[src/rtl/adder_share_arbiter.sv]
// adder_share_arbiter
//   Shares one external combinational W-bit adder among NREQ requesters.
//   A round-robin arbiter picks one pending requester, latches its operands,
//   presents them to the shared adder for one cycle (ISSUE), registers the
//   result and returns it with a one-hot valid pulse (RESP).
//
// Ports
//   clk        system clock, rising edge
//   rst        asynchronous active-high reset
//   req        per-requester request, held until its gnt
//   req_a/b    per-requester operands, slice i = [i*W +: W]
//   req_cin    per-requester carry-in
//   gnt        one-hot, one-cycle pulse: operands captured (high during ISSUE)
//   rsp_valid  one-hot, one-cycle pulse: rsp_sum/rsp_cout valid (high during RESP)
//   rsp_sum    registered sum, holds between responses
//   rsp_cout   registered carry-out, holds between responses
//   add_a/b    to shared adder, 0 outside ISSUE
//   add_cin    to shared adder, 0 outside ISSUE
//   add_sum    from shared adder (combinational)
//   add_cout   from shared adder (combinational)
module adder_share_arbiter #(
    parameter int NREQ = 3,
    parameter int W    = 5
) (
    input  logic              clk,
    input  logic              rst,
    input  logic [NREQ-1:0]   req,
    input  logic [NREQ*W-1:0] req_a,
    input  logic [NREQ*W-1:0] req_b,
    input  logic [NREQ-1:0]   req_cin,
    output logic [NREQ-1:0]   gnt,
    output logic [NREQ-1:0]   rsp_valid,
    output logic [W-1:0]      rsp_sum,
    output logic              rsp_cout,
    output logic [W-1:0]      add_a,
    output logic [W-1:0]      add_b,
    output logic              add_cin,
    input  logic [W-1:0]      add_sum,
    input  logic              add_cout
);

    localparam int IW = (NREQ > 2) ? 2 : 1;

    typedef enum logic [1:0] {
        IDLE  = 2'd0,
        ISSUE = 2'd1,
        RESP  = 2'd2
    } state_t;

    state_t          state_reg, state_next;
    logic [IW-1:0]   last_reg;
    logic [IW-1:0]   idx_reg;
    logic [W-1:0]    op_a_reg, op_b_reg;
    logic            op_cin_reg;
    logic [NREQ-1:0] gnt_reg, rsp_valid_reg;
    logic [W-1:0]    rsp_sum_reg;
    logic            rsp_cout_reg;

    logic            win_found;
    logic [IW-1:0]   win_idx;
    logic [IW-1:0]   cand;
    logic            arb_enable;
    logic            take;

    // Round-robin search starting at last+1. The loop walks from the
    // farthest candidate towards the nearest so the nearest pending
    // requester is the final assignment and wins.
    always_comb begin
        win_found = 1'b0;
        win_idx   = '0;
        cand      = '0;
        for (int k = NREQ; k >= 1; k--) begin
            cand = IW'((int'(last_reg) + k) % NREQ);
            if (req[cand]) begin
                win_found = 1'b1;
                win_idx   = cand;
            end
        end
    end

    // req is only looked at in IDLE and RESP; ISSUE ignores it.
    assign arb_enable = (state_reg == IDLE) || (state_reg == RESP);
    assign take       = arb_enable && win_found;

    always_ff @(posedge clk or posedge rst) begin
        if (rst) begin
            state_reg <= IDLE;
        end else begin
            state_reg <= state_next;
        end
    end

    always_comb begin
        state_next = state_reg;
        case (state_reg)
            IDLE:    if (win_found) state_next = ISSUE;
            ISSUE:   state_next = RESP;
            RESP:    state_next = win_found ? ISSUE : IDLE;
            default: state_next = IDLE;
        endcase
    end

    always_ff @(posedge clk or posedge rst) begin
        if (rst) begin
            last_reg      <= IW'(NREQ - 1);
            idx_reg       <= '0;
            op_a_reg      <= '0;
            op_b_reg      <= '0;
            op_cin_reg    <= 1'b0;
            gnt_reg       <= '0;
            rsp_valid_reg <= '0;
            rsp_sum_reg   <= '0;
            rsp_cout_reg  <= 1'b0;
        end else begin
            // Both pulses default low so each lasts exactly one cycle.
            gnt_reg       <= '0;
            rsp_valid_reg <= '0;
            if (take) begin
                idx_reg          <= win_idx;
                last_reg         <= win_idx;
                op_a_reg         <= req_a[int'(win_idx)*W +: W];
                op_b_reg         <= req_b[int'(win_idx)*W +: W];
                op_cin_reg       <= req_cin[win_idx];
                gnt_reg[win_idx] <= 1'b1;
            end
            // The adder has had the whole ISSUE cycle to settle.
            if (state_reg == ISSUE) begin
                rsp_sum_reg            <= add_sum;
                rsp_cout_reg           <= add_cout;
                rsp_valid_reg[idx_reg] <= 1'b1;
            end
        end
    end

    assign gnt       = gnt_reg;
    assign rsp_valid = rsp_valid_reg;
    assign rsp_sum   = rsp_sum_reg;
    assign rsp_cout  = rsp_cout_reg;

    // Adder inputs are gated so the shared adder sees zeros when idle.
    assign add_a   = (state_reg == ISSUE) ? op_a_reg   : '0;
    assign add_b   = (state_reg == ISSUE) ? op_b_reg   : '0;
    assign add_cin = (state_reg == ISSUE) ? op_cin_reg : 1'b0;

endmodule
[config.mk]
export PLATFORM = sky130hd
export DESIGN_NAME = adder_share_arbiter
export DESIGN_NICKNAME = d
export VERILOG_FILES = /design/src/rtl/adder_share_arbiter.sv
export SDC_FILE = /design/constraint.sdc
export NUM_CORES = 1
export LEC_CHECK = 0
export ABC_AREA = 1
export ABC_CLOCK_PERIOD_IN_PS = 6070
export CAP_MARGIN = 20
export CORE_AREA = 2 2 63 65
export DETAILED_ROUTE_END_ITERATION = 6
export DIE_AREA = 0 0 65 67
export GPL_TIMING_DRIVEN = 1
export HOLD_SLACK_MARGIN = 0.02
export PLACE_DENSITY = 0.83
export SLEW_MARGIN = 25
export SYNTH_ARGS = -nofsm -noshare
export SYNTH_HDL_FRONTEND = slang
export SYNTH_SLANG_ARGS = --single-unit
[constraint.sdc]
create_clock -name clk -period 6.07 [get_ports clk]
set_input_delay 1.214 -clock clk [delete_from_list [all_inputs] [get_ports clk]]
set_output_delay 1.214 -clock clk [all_outputs]
set_load 0.05 [all_outputs]
Word-level counts from Yosys, hierarchy flattened
Cells that the tools add are included.
W data, S select, Z words.
{"block": "totals", "mem_count": 0, "elab_cells": 60, "mem_bits_rw": 0, "romBits": 0, "reg_bits": 29, "latchBits": 0, "out_inout_bits": 23}
{"block": "classes", "mul": 1, "shifts": 2, "n_lt_le_gt_ge": 7, "div": 3, "bitwise_logic": 0, "n_eq_ne": 3, "n_addsub": 3, "mux": 26, "reduce_logical": 5}
{"op": "$mod A32 B3 Y32 const B", "count": 3}
{"op": "$shiftx A15 B32 Y5", "count": 1}
{"op": "$lt A2 B3 Y1 const B", "count": 5}
{"op": "$shiftx A15 B6 Y5", "count": 1}
{"op": "$mux W1", "count": 11}
{"op": "$mux W5", "count": 2}
{"op": "$bmux W1 S2", "count": 4}
{"op": "$mux W2", "count": 4}
{"op": "$add A2 B2 Y3 const B", "count": 2}
{"op": "$mux W3", "count": 2}
{"op": "$pmux W2 S3", "count": 1}
{"op": "$mul A2 B3 Y5 const B", "count": 1}
{"op": "$demux W1 S2", "count": 2}
{"op": "$ge A2 B1 Y1 const B", "count": 2}
{"op": "$add A2 B1 Y3 const B", "count": 1}
{"op": "$logic_and A1 B1 Y1", "count": 3}
{"op": "$eq A2 B1 Y1 const B", "count": 1}
{"op": "$eq A2 B2 Y1 const B", "count": 1}
{"op": "$logic_not A2 Y1", "count": 1}
{"op": "$ne A2 B2 Y1 const B", "count": 1}
{"op": "$logic_or A1 B1 Y1", "count": 1}

Logic depth before layout (Yosys ltp)
{"block": "depth", "depth_word": 12, "mapped_depth": 14, "ltp_nobuf": 13}

Least setup slack after synthesis
OpenSTA, ideal clock, no wires.
{"block": "synth_path", "kind": "register to output", "startpoint": "reg state_reg[0]", "endpoint": "out add_cin", "slack_ns": 3.209, "path_stages_with_launch": 6, "n_path_buf": 1, "t_required_ns": 4.856, "t_arrival_ns": 1.647, "cell_sequence": "dfrtp_1 > inv_1 > nor2_1 > inv_1 > clkbuf_1 > nor2_1"}
{"block": "synth_via", "elab_chain_cells": 2}
{"element": "from (decl)", "line": "50", "text": "state_t state_reg, state_next;"}
{"element": "from (signal assigned)", "line": "89", "text": "state_reg <= state_next;"}
{"element": "$eq A2 B1 Y1", "line": "143", "text": "assign add_cin = (state_reg == ISSUE) ? op_cin_reg : 1'b0;"}
{"element": "$mux W1", "line": "143"}
{"element": "to (decl)", "line": "37", "text": "output logic add_cin,"}
No other way between the ends.

Final worst setup path
{"block": "layout_path", "startpoint": "reg state_reg[0]", "endpoint": "out add_a[0]"}
{"block": "layout_via", "elab_chain_cells": 2}
{"element": "$eq A2 B1 Y1", "line": "141", "text": "assign add_a = (state_reg == ISSUE) ? op_a_reg : '0;"}
{"element": "$mux W5", "line": "141"}
{"element": "to (decl)", "line": "35", "text": "output logic [W-1:0] add_a,"}
No other way between the ends.

==> qor.yml <==
via_count: 1603
power.share.switching: 0.5428
grt_max_degree: 29
synthAdderAreaFrac: 0.03075
drc: 0
setup_slack_ps: 2373
worstPathArrival_ps: 2480
finalCritPeriodShare: 0.6090
layout.nets: 334
syn_nets: 270
dieHeight_um: 67
p_per_area_nw_per_um2: 664.8
synth_top_family_by_area: "simple AND/OR/NAND/NOR gates"
seqPwrFrac: 0.205
p_int_mw: 0.7217
place_congestion: 0.8633
drive_gt1_frac: 0.07368
worstMarginPinSlew_ps: 598.9
area_growth_pct: 45.89
final-hold-violation-count: 0
avgRoutedWirePerCell_um: 12.15
diodes: 0
grt_pass1_vias: 1375
finalNonFillerCells: 333
fin_crit_ps: 3697
critPathLaunchType: "flip-flop"
crit_type: "reg -> out"
yosys.area_share.simple: 0.2798
rsz0062_at_grt: "no"
synth_xor_area_frac: 0
cts_hold_buffers: 0
io_buffer_count: 66
power_leakage_nw: 1.191
cts.sinks: 28
antenna_found_initial: 0
tritoncts: "yes"
setup_viol: 0
clockPowerShare: 0.091
routed_via_density: 4.814
grtUsageTotal: 0.1933
muxShareOfSynthArea: 0
timing.final.max_slew_violations: 0
core_um2: 3606
io_pins: 67
tns_ps: 0
postRouteAntennaNets: 0
grt_pass1_wl_um: 6479
routed_wl_um: 4047
clk_pin_slew_ps: 90
cts_inserted_buffers: 3
finClkSkew_ps: 5.291
synth_cell_types: 22
dr.pass1.iters: 4
ir_drop_v: 0.0003562
dr.first_iter.drc_count: 99
clkLatencyLatePin_ps: 270
rows: 22
overflow: 0
synth-compound-area-share: 0.1291
htreeDepth: 1
cp-end-kind: "output pin"
dp_hpwl_um: 3038
maxSlewHeadroom: 0.6003
status: "finished, final reports clean"
cts_setup_buffers: 0
netlist_instances: 222
dp_slack_ps: 2661
synth_warnings: 0
min_path_type: "reg -> reg"
dp_cells: 329
avgSynthCellArea_um2: 7.332
synth_area_um2: 1628
pwr-share-comb: 0.704
die_x_um: 65
dieArea_um2: 4355
cts-root-buf: "clkbuf_8"
power.switching_mw: 0.8570
critPathMaxFanout: 20
clockBufferDepth: 2
fmaxAchievable_ghz: 0.2705
cp.required_ps: 4860
synth-seq-cells: 28
cap_violations: 0
start_util: 0.4514
cts_resized: 0
ys_seq_area_frac: 0.4312
Yosys cell counts, drive strengths merged:
cell / instances / area (µm²)
ha: 4 / 50.05
clkbuf: 2 / 7.510
nand3: 23 / 115.1
nand2: 47 / 198.9
dfrtp: 27 / 675.7
o211ai: 1 / 7.510
dfstp: 1 / 26.28
clkinv: 1 / 3.750
buf: 5 / 37.53
a21oi: 26 / 141.4
nor3: 3 / 15.01
inv: 43 / 161.4
o21ai: 10 / 61.31
nor2: 29 / 126.4
logic make-up after synthesis:
logic type / Yosys count
compound gates: 37
fa+ha+maj: 4
buf+inv: 51
flops: 28
simple gates: 102
power by group through the flow:
stage	logic (mW)	registers, mW	clock network [mW]
detailed placement	1.11	0.328	0
global placement	1.09	0.325	0
global route	1.22	0.333	0.156
finish	1.11	0.324	0.144
CTS	1.11	0.324	0.146
floorplan	0.739	0.439	0
routing by layer:
layer / track usage / up-vias / share of wire
met4: 0.05585 / 0 / 0.012
li1: - / 811 / -
met1: 0.2784 / 731 / 0.43
met5: 0 / - / 0
met2: 0.3119 / 57 / 0.50
met3: 0.01351 / 4 / 0.049
per-stage QoR:
stage	hold WS (ps)	total power, mW	util	instance area (µm²)
after floorplan	436.9	1.178	-	1628
after CTS	479.9	1.582	0.6586	2375
final	477.0	1.579	0.6586	2375
after detailed placement	459.7	1.435	0.6388	2303
after global routing	501.9	1.706	0.6586	2375
after global placement	454.4	1.411	0.6388	2303
cell usage in the layout, fill, tap and decap left out, types with 6 or more instances in the layout:
master / netlist / layout
nor2_1: 26 / 26
dfrtp_1: 27 / 27
clkdlybuf4s50_1: 0 / 66
nand2_1: 40 / 40
a21oi_1: 25 / 25
inv_1: 40 / 39
nand2_2: 6 / 6
nand3_1: 23 / 23
o21ai_1: 9 / 9
worst paths after layout:
path / start / end / slack, ps / cells past startpoint
max: state_reg[0] / add_a[0] / 2370 / 5
min in group asynchronous: rst / op_cin_reg / 1320 / 2
max reg2reg: last_reg[1] / op_b_reg[4] / 3710 / 12
min reg2reg: rsp_sum[1] / rsp_sum[1] / 480 / 2
min: rsp_sum[1] / rsp_sum[1] / 480 / 2
max in group asynchronous: rst / state_reg[0] / 4370 / 2
worst max-delay path, cell delays in order, from the launching register on:
cell,delay [ps]
dfrtp_1,370
inv_1,80
nor2_1,350
inv_1,410
nor2_1,180
clkdlybuf4s50_1,820
cell type report:
type / count / area (µm²)
flip-flops and latches: 28 / 701.9
inverters: 44 / 165.2
clock inverters: 1 / 30.03
clock buffers: 3 / 41.29
well taps: 48 / 60.06
fillers: 314 / 1231
repair buffers: 66 / 660.6
multi-input cells: 143 / 715.7
Note: power is estimated with default switching activity, not from simulation.
